==> src/rtl/pipe_reg.sv <==
// pipe_reg
//   Elastic register pipeline: DEPTH stages of WIDTH-bit data, each with its
//   own valid bit, under a valid/ready handshake. Stalls collapse bubbles
//   toward the output, and a data register only loads when it takes a real
//   word, so unknown input data on idle cycles never reaches out_data.
//
// Parameters
//   WIDTH      data width in bits (>=1)
//   DEPTH      number of register stages (>=1)
//   RESET_VAL  value loaded into every data register on reset/flush
//
// Ports
//   clk        rising-edge clock
//   reset      synchronous, active-high reset (dominates flush)
//   flush      synchronous clear of all stage valids; no input taken that cycle
//   in_valid   upstream word present
//   in_data    upstream word
//   in_ready   stage 0 can take a word this cycle
//   out_valid  last stage holds a word
//   out_data   last stage data
//   out_ready  downstream accepts this cycle
//   occupancy  registered count of valid stages

module pipe_reg #(
  parameter int              WIDTH     = 8,
  parameter int              DEPTH     = 3,
  parameter logic [WIDTH-1:0] RESET_VAL = '0
) (
  input  logic                       clk,
  input  logic                       reset,
  input  logic                       flush,
  input  logic                       in_valid,
  input  logic [WIDTH-1:0]           in_data,
  output logic                       in_ready,
  output logic                       out_valid,
  output logic [WIDTH-1:0]           out_data,
  input  logic                       out_ready,
  output logic [$clog2(DEPTH+1)-1:0] occupancy
);

  localparam int OW = $clog2(DEPTH+1);

  logic [DEPTH-1:0] valid_q;
  logic [WIDTH-1:0] data_q [DEPTH];
  logic [OW-1:0]    occ_q;

  // free[i] means slot i can accept a word this cycle; free[DEPTH] is the
  // downstream consumer.
  logic [DEPTH:0]   free;
  logic [DEPTH-1:0] move;
  logic [DEPTH-1:0] load;
  logic [WIDTH-1:0] src [DEPTH];
  logic             in_xfer;
  logic             out_xfer;

  // Walk from the output back to the input: a stage moves when it holds a
  // word and the slot ahead is empty or itself moving. This ripple is what
  // lets a stall collapse bubbles instead of freezing the whole pipe.
  always_comb begin
    free        = '0;
    move        = '0;
    free[DEPTH] = out_ready;
    for (int i = DEPTH - 1; i >= 0; i--) begin
      move[i] = valid_q[i] && free[i+1];
      free[i] = !valid_q[i] || move[i];
    end
  end

  assign in_ready = free[0] && !flush && !reset;
  assign in_xfer  = in_valid && in_ready;
  assign out_xfer = move[DEPTH-1];

  // Each stage loads from the one behind it when that one moves; stage 0
  // loads from the input on an accepted transfer.
  always_comb begin
    load    = '0;
    load[0] = in_xfer;
    src[0]  = in_data;
    for (int i = 1; i < DEPTH; i++) begin
      load[i] = move[i-1];
      src[i]  = data_q[i-1];
    end
  end

  // Stage registers. A stage stays valid if it took a new word or held one
  // that could not move; data only changes on a load so idle cycles leave it
  // untouched.
  always_ff @(posedge clk) begin
    if (reset || flush) begin
      valid_q <= '0;
      occ_q   <= '0;
      for (int i = 0; i < DEPTH; i++) begin
        data_q[i] <= RESET_VAL;
      end
    end else begin
      occ_q <= occ_q + OW'(in_xfer) - OW'(out_xfer);
      for (int i = 0; i < DEPTH; i++) begin
        valid_q[i] <= load[i] || (valid_q[i] && !move[i]);
        if (load[i]) begin
          data_q[i] <= src[i];
        end
      end
    end
  end

  assign out_valid = valid_q[DEPTH-1];
  assign out_data  = data_q[DEPTH-1];
  assign occupancy = occ_q;

endmodule

==> config.mk <==
export PLATFORM = sky130hd
export DESIGN_NAME = pipe_reg
export DESIGN_NICKNAME = d
export VERILOG_FILES = /design/src/rtl/pipe_reg.sv
export SDC_FILE = /design/constraint.sdc
export NUM_CORES = 1
export LEC_CHECK = 0
export CORE_UTILIZATION = 35
export CTS_BUF_LIST = sky130_fd_sc_hd__clkbuf_8
export CTS_CLUSTER_SIZE = 8
export DETAILED_ROUTE_END_ITERATION = 6
export DONT_BUFFER_PORTS = 1
export GPL_TIMING_DRIVEN = 0
export HOLD_SLACK_MARGIN = 0.1
export PLACE_DENSITY = 0.54
export SYNTH_ARGS = -nofsm -noshare
export SYNTH_HDL_FRONTEND = slang
export SYNTH_SLANG_ARGS = --single-unit
==> constraint.sdc <==
create_clock -name clk -period 5.01 [get_ports clk]
set_clock_uncertainty 0.1 [all_clocks]
set_input_delay 1.2525 -clock clk [delete_from_list [all_inputs] [get_ports clk]]
set_output_delay 1.2525 -clock clk [all_outputs]
set_load 0.02 [all_outputs]
==> results.txt, run 1 <==
----------------------------------------------------
[Status]
  Result of the run ... complete, no violations

[Drt]
  Vias after detailed routing ... 604
  Detailed-route DRC error count ... 0
  Overall routed net length ... 1535 µm
  Detail-routed net length per standard cell ... 10.51 µm
  Via/cell ratio ... 4.137
  TritonRoute pass-1 iters ... 2
  Routed Antenna Nets ... 0
  Iteration-0 DRC Markers ... 13

[Die]
  Number of rows in the core area ... 21
  Initial core utilization ... 0.3718
  DIE HEIGHT ... 62.24 µm
  Num ports ... 25
  Core Footprint ... 3416 µm²
  Total Die Area ... 3873 µm²
  Die W ... 62.24 µm

[Min path]
  Startpoint of the tightest hold check path ... valid_q[0]$_SDFF_PP0_
  Endpoint with the worst hold slack ... valid_q[1]$_SDFF_PP0_
  Worst hold stages ... 2
  Worst min-delay path category ... reg -> reg

[Setup path]
  CP Data Arrival Time ... 1940 ps
  Worst reg2reg path endpoint ... occupancy[1]$_SDFF_PP0_
  CP Capture Type ... primary output
  Critical path fanouts, max ... 6
  Beginning of the worst register-to-register path ... valid_q[2]$_SDFF_PP0_
  Worst-case register-to-register setup slack ... 2910 ps
  Kind of launch point of the worst setup path ... input port
  Start-to-end type of the worst setup path ... in -> out
  Logic depth of the worst register-to-register path ... 8
  Required time at the worst-slack endpoint ... 3660 ps

[Timing]
  Normalized max-slew margin ... 0.2837
  Setup Viol. Count Final ... 0
  Slew Limit Fails ... 0
  Measured slew at the worst slew-check pin ... 1063 ps
  Final hold slack ... 413.2 ps
  Unrepaired setup endpoints after global routing ... no
  Slack of the critical path ... 1719 ps
  Setup_tns ... 0 ps
  Final-report hold violation count ... 0
  Share of the cycle needed by the critical path after routing ... 0.6570
  Crit path time final ... 3291 ps
  Max Clk Rate ... 303.8 MHz

[Finish]
  Count of filler cells inserted in the layout ... 340
  Finished layout cell area ... 1404 µm²
  Area growth, synth to finish ... 10.54%
  Fraction of final layout cells with drive strength greater than 1 ... 0.3500
  Number of diodes added for antenna fixing ... 0
  # nets final ... 115

[Synth]
  Fraction of the yosys area taken by sequential cells ... 0.6463
  Synthesis warning total ... 0
  Number of enable-type register cells in the synthesized netlist ... 24
  Area contributors post-synth ... edfxtp_1 (57%), and2_2 (9.5%), dfxtp_1 (7.9%)
  Synthesized net count ... 108
  Post-synthesis mux area share ... 0
  Adder and majority cell fraction of the synthesized area ... 0.01970
  Mean Syn Cell Area ... 13.66 µm²
  Synth top area share ... 0.5675
  Number of distinct standard cells referenced by the synthesized netlist ... 21
  Cell accounting for the most synthesized area ... edfxtp_1
  Number of standard cells after synthesis ... 93
  Compound-Gate Fraction of Synth Area ... 0.02956
  Mapped Area ... 1270 µm²
  Most frequently used flop master after synthesis ... edfxtp_1
  Flip-flop and latch count after synthesis ... 29
  Fraction of synthesis flops using an asynchronous set or reset pin ... 0
  Share of synthesized cell area in and, or, nand and nor gates ... 0.2128
  Main combinational cell family by area after synthesis ... simple AND/OR/NAND/NOR gates
  Xor and xnor fraction of the mapped netlist area ... 0.01379

[GRT]
  Number of global-route vias before repair ... 591
  Overall global routing resource usage ... 0.09960
  Total congestion overflow ... 0
  Wire length of the first global-routing pass ... 2773 µm
  Antenna violations before repair ... 0
  Largest net degree at the start of global routing ... 11

[Clock tree]
  Worst-path clk slew ... 60 ps
  CTS H-tree depth ... 2
  Post_cts resized ... 0
  Post-CTS setup repair buffer count ... 0
  Clock net sink count ... 29
  Hold-fix buffers at CTS ... 0
  Latest clock arrival within the worst-skew pair ... 270 ps
  Clk buf depth ... 2
  CTS Buf Count ... 5
  Clock tree root driver cell ... clkbuf_8
  Clock tree from TritonCTS ... built

[Power]
  Power density relative to cell area ... 341.3 nW/µm²
  Leakage power of the design ... 0.5790 nW
  Worst-case vdd ir drop ... 0.1745 mV

[Placed design]
  Dpl cell area ... 1328 µm²
  Routability-driven placement congestion ratio ... 0.6908
  Dpl hpwl ... 1108 µm
  Buffers added on ports ... 0
  Worst setup slack after placement ... 1703 ps

[Run]
  Max-cap check violation count ... 0

----------------------------------------------------
[power by group]
part           leakage, nW  switching (mW)  internal [mW]
clock network       0.0428          0.0792         0.0912
registers            0.309         0.00336          0.275
logic                0.227          0.0171         0.0129
total                0.579          0.0997          0.379
[per-stage QoR]
step                utilization  power [mW]  cells
floorplan                     -      0.3096     93
finish                   0.4110      0.4791    146
global route             0.4110      0.5078    146
global placement         0.3886      0.3137    139
CTS                      0.4110      0.4873    146
detailed placement       0.3886      0.3147    139
[final cells by class]
class	count	area (µm²)	share of cell area
flip-flops and latches	29	820.8	0.5847
multi-input cells	50	350.3	0.2496
plain buffers	11	87.58	0.06239
clock buffers	5	68.82	0.04902
well taps	46	57.56	0.04100
inverters	3	11.26	0.008021
clock inverters	2	7.507	0.005348
[cells in the mapped netlist, drive strengths merged (2+ instances only)]
library cell	count
and2	26
buf	11
dfxtp	5
edfxtp	24
ha	2
inv	3
nor2	10
o21ai	2
or2	2
[sequential cells by signal, summed over array words and instances (netlist names)]
name,cells
data_q,24
valid_q,3
occupancy,2
[metal layers]
metal | global-route usage | vias up | share of wire
li1 | - | 314 | -
met1 | 0.1105 | 263 | 0.48
met2 | 0.1387 | 20 | 0.42
met3 | 0.05699 | 7 | 0.066
met4 | 0.07849 | 0 | 0.036
met5 | 0 | - | 0
[logic make-up after synthesis]
group / count (synthesis)
AOI/OAI and AO/OA: 3
xor gates and xnor gates: 2
adders and majority gates: 2
buffers and inverters: 14
DFF: 29
and+or+nand+nor: 43
[worst max-delay path by stage]
stage | startpoint | endpoint | slack (ps) | cells past startpoint
global placement | flush | in_ready | 1720 | 3
detailed placement | flush | in_ready | 1700 | 3
floorplan | flush | in_ready | 1750 | 3
finish | flush | in_ready | 1720 | 3
CTS | flush | in_ready | 1700 | 3
global route | flush | in_ready | 1670 | 3
[critical path: stages]
cell    delay, ps
or2_0         190
buf_2         160
nor2_1        330
[placed cells by master, fill, tap and decap left out]
cell,instances
and2_1,10
buf_4,8
nor2b_1,1
o32ai_4,1
o21ai_0,2
and2_2,16
ha_1,2
and4b_1,1
clkbuf_8,5
xor2_1,1
or2_2,1
nor2_1,10
xnor2_1,1
buf_2,1
or3b_2,1
edfxtp_1,24
nand2_1,1
dfxtp_1,5
or2_0,1
and3b_1,1
buf_6,2
clkinv_1,1
inv_1,4
Power figures use the tool's default switching activity.
==> inputs of run 2 (changes only) <==
- clock period: 5.01 -> 3.1 ns (I/O delays scaled with it)
==> results of run 2 <==
The final DEF is identical to that of run 1. Status: complete, no violations.
Main changes from that run: setup slack after placement 1703 ps -> 398.1 ps; setup slack after layout 1719 ps -> 674.2 ps; end point of the critical path in_ready -> occupancy[1]$_SDFF_PP0_; register-to-register setup slack 2910 ps -> 1000 ps; total power 0.4791 mW -> 0.7742 mW; worst IR drop on VDD 0.1745 mV -> 0.2821 mV
==> inputs of run 3 (changes only) <==
- PLACE_DENSITY: 0.54 -> 0.56
- clock period: 3.1 -> 2.1 ns (I/O delays scaled with it)
==> run 3 against run 2 <==
  * Sequential power increased by 48%
  * Design area grew 2.6%
  * Combinational power rose by 53%
  * Critical path depth unchanged
  * Flip-flop and latch count stayed put
  * Sequential share of layout area shrank 1.5 points
  * Setup slack worse by 530 ps
  * Highest routed layer unchanged
  * Critical endpoint unchanged
  * Critical path type is now reg -> reg
==> results.txt, run 3 (synthesized netlist as in run 1, its figures left out) <==
----------------------------------------------------
[Drt]
  Detail-routed net length per standard cell ... 10.24 µm (-2.6%)
  Vias after detailed routing ... 621 (+2.8%)
  Routed Antenna Nets ... 0 (unchanged)
  Detailed-route DRC error count ... 0 (unchanged)
  Via/cell ratio ... 4.224 (+2.1%)
  Overall routed net length ... 1505 µm (-2.0%)
  TritonRoute pass-1 iters ... 3 (+1)
  Iteration-0 DRC Markers ... 16 (+3)

[Timing]
  Share of the cycle needed by the critical path after routing ... 0.9313
  Final-report hold violation count ... 0 (unchanged)
  Normalized max-slew margin ... 0.2843 (+0.0005670)
  Unrepaired setup endpoints after global routing ... no
  Setup Viol. Count Final ... 0 (unchanged)
  Crit path time final ... 1956 ps
  Slack of the critical path ... 144.2 ps
  Max Clk Rate ... 511.3 MHz
  Slew Limit Fails ... 0 (unchanged)
  Measured slew at the worst slew-check pin ... 1062 ps (-0.8403 ps)

[Placed design]
  Routability-driven placement congestion ratio ... 0.7188 (+4.1%)
  Worst setup slack after placement ... -113.2 ps
  Dpl cell area ... 1358 µm² (+2.3%)
  Dpl hpwl ... 1119 µm (+1.0%)
  Buffers added on ports ... 0 (unchanged)

[Setup path]
  CP Data Arrival Time ... 2020 ps
  Logic depth of the worst register-to-register path ... 8 (unchanged)
  CP Capture Type ... register
  Worst-case register-to-register setup slack ... 140 ps
  Start-to-end type of the worst setup path ... reg -> reg
  Critical path fanouts, max ... 5
  Required time at the worst-slack endpoint ... 2170 ps
  Kind of launch point of the worst setup path ... register

[Finish]
  Max FFs per register ... 24 (unchanged)
  # nets final ... 115 (unchanged)
  Top library cells by usage in the layout, fill and taps aside ... edfxtp_1 (24), and2_2 (16), and2_1 (10), nor2_1 (10), buf_4 (8)
  Area growth, synth to finish ... 13.40%
  Register bank with the most flops ... data_q
  Fraction of final layout cells with drive strength greater than 1 ... 0.3960 (+0.04604)
  Finished layout cell area ... 1440 µm² (+2.6%)
  Final core area utilization ... 0.4216 (+0.01062)
  Commonest non-fill, non-tap cell in the layout ... edfxtp_1
  Number of diodes added for antenna fixing ... 0 (unchanged)

[Die]
  Die W ... 62.24 µm (unchanged)
  Core Footprint ... 3416 µm² (unchanged)
  DIE HEIGHT ... 62.24 µm (unchanged)
  Number of rows in the core area ... 21 (unchanged)
  Total Die Area ... 3873 µm² (unchanged)
  Initial core utilization ... 0.3718 (unchanged)
  Num ports ... 25 (unchanged)

[GRT]
  Wire length of the first global-routing pass ... 2622 µm (-5.4%)
  Number of global-route vias before repair ... 595 (+0.68%)
  Overall global routing resource usage ... 0.09450 (-0.005101)
  Total congestion overflow ... 0 (unchanged)
  Antenna violations before repair ... 0 (unchanged)
  Largest net degree at the start of global routing ... 11 (unchanged)

[Clock tree]
  Clock net sink count ... 29 (unchanged)
  Clock tree root driver cell ... clkbuf_8
  Hold-fix buffers at CTS ... 0 (unchanged)
  Post_cts resized ... 0 (unchanged)
  Clk buf depth ... 2 (unchanged)
  Clock tree from TritonCTS ... built
  Post-CTS setup repair buffer count ... 0 (unchanged)
  CTS Buf Count ... 5 (unchanged)
  Worst-path clk slew ... 60 ps (about the same)
  Latest clock arrival within the worst-skew pair ... 270 ps (about the same)
  CTS H-tree depth ... 2 (unchanged)

[Power]
  Design Power ... 1.157 mW
  Worst-case vdd ir drop ... 0.3800 mV
  Power density relative to cell area ... 803.4 nW/µm²
  Leakage power of the design ... 0.5825 nW (+0.62%)

[Min path]
  Worst hold stages ... 2 (unchanged)
  Worst min-delay path category ... in -> reg

[Run]
  Max-cap check violation count ... 0 (unchanged)

[Status]
  Result of the run ... complete, no violations

----------------------------------------------------
==> run 3: critical path, stage by stage, from the launching register on <==
cell and delay (ps):
dfxtp_1 480, and4b_1 370, or2_4 180, ha_4 190
inv_2 60, ha_4 110, xor2_1 170, xnor2_1 130
nor2_1 60
==> run 3: path summary, 6_finish.rpt <==
kind	start	endpoint
max	valid_q[2]$_SDFF_PP0_	occupancy[1]$_SDFF_PP0_
max reg2reg	valid_q[2]$_SDFF_PP0_	occupancy[1]$_SDFF_PP0_
min	in_valid	valid_q[0]$_SDFF_PP0_
min reg2reg	data_q[0][10]$_SDFFCE_PN0P_	data_q[0][18]$_SDFFCE_PN0P_
==> run 3: routing by layer <==
metal,vias up,global-route usage,wire length (µm),part of all wire
met2,21,0.1346,687,0.46
li1,315,-,-,-
met4,0,0.05233,19,0.013
met5,-,0,0,0
met3,2,0.06801,128,0.085
met1,283,0.1023,671,0.45
==> run 3: where the power goes <==
| part | internal, mW | switching (mW) | leakage (nW) |
|---|---|---|---|
| Combinational | 0.0326 | 0.0414 | 0.225 |
| Sequential | 0.657 | 0.00813 | 0.309 |
| Clock | 0.224 | 0.194 | 0.0491 |
==> run 3: final cells by class <==
| type | count | area, µm² |
|---|---|---|
| Buffer | 11 | 87.58 |
| Clock buffer | 5 | 68.82 |
| Clock inverter | 3 | 13.76 |
| Fill cell | 339 | 1976 |
| Inverter | 3 | 11.26 |
| Multi-Input combinational cell | 50 | 380.4 |
| Sequential cell | 29 | 820.8 |
| Tap cell | 46 | 57.56 |
==> run 3: stage by stage <==
step	std cells	TNS (ps)	hold slack (ps)
after floorplan	93	-74.09	379.7
after global placement	139	-115.8	394.5
after detailed placement	139	-113.2	403.2
after CTS	147	0	279.4
after global routing	147	0	272.7
final	147	0	281.5
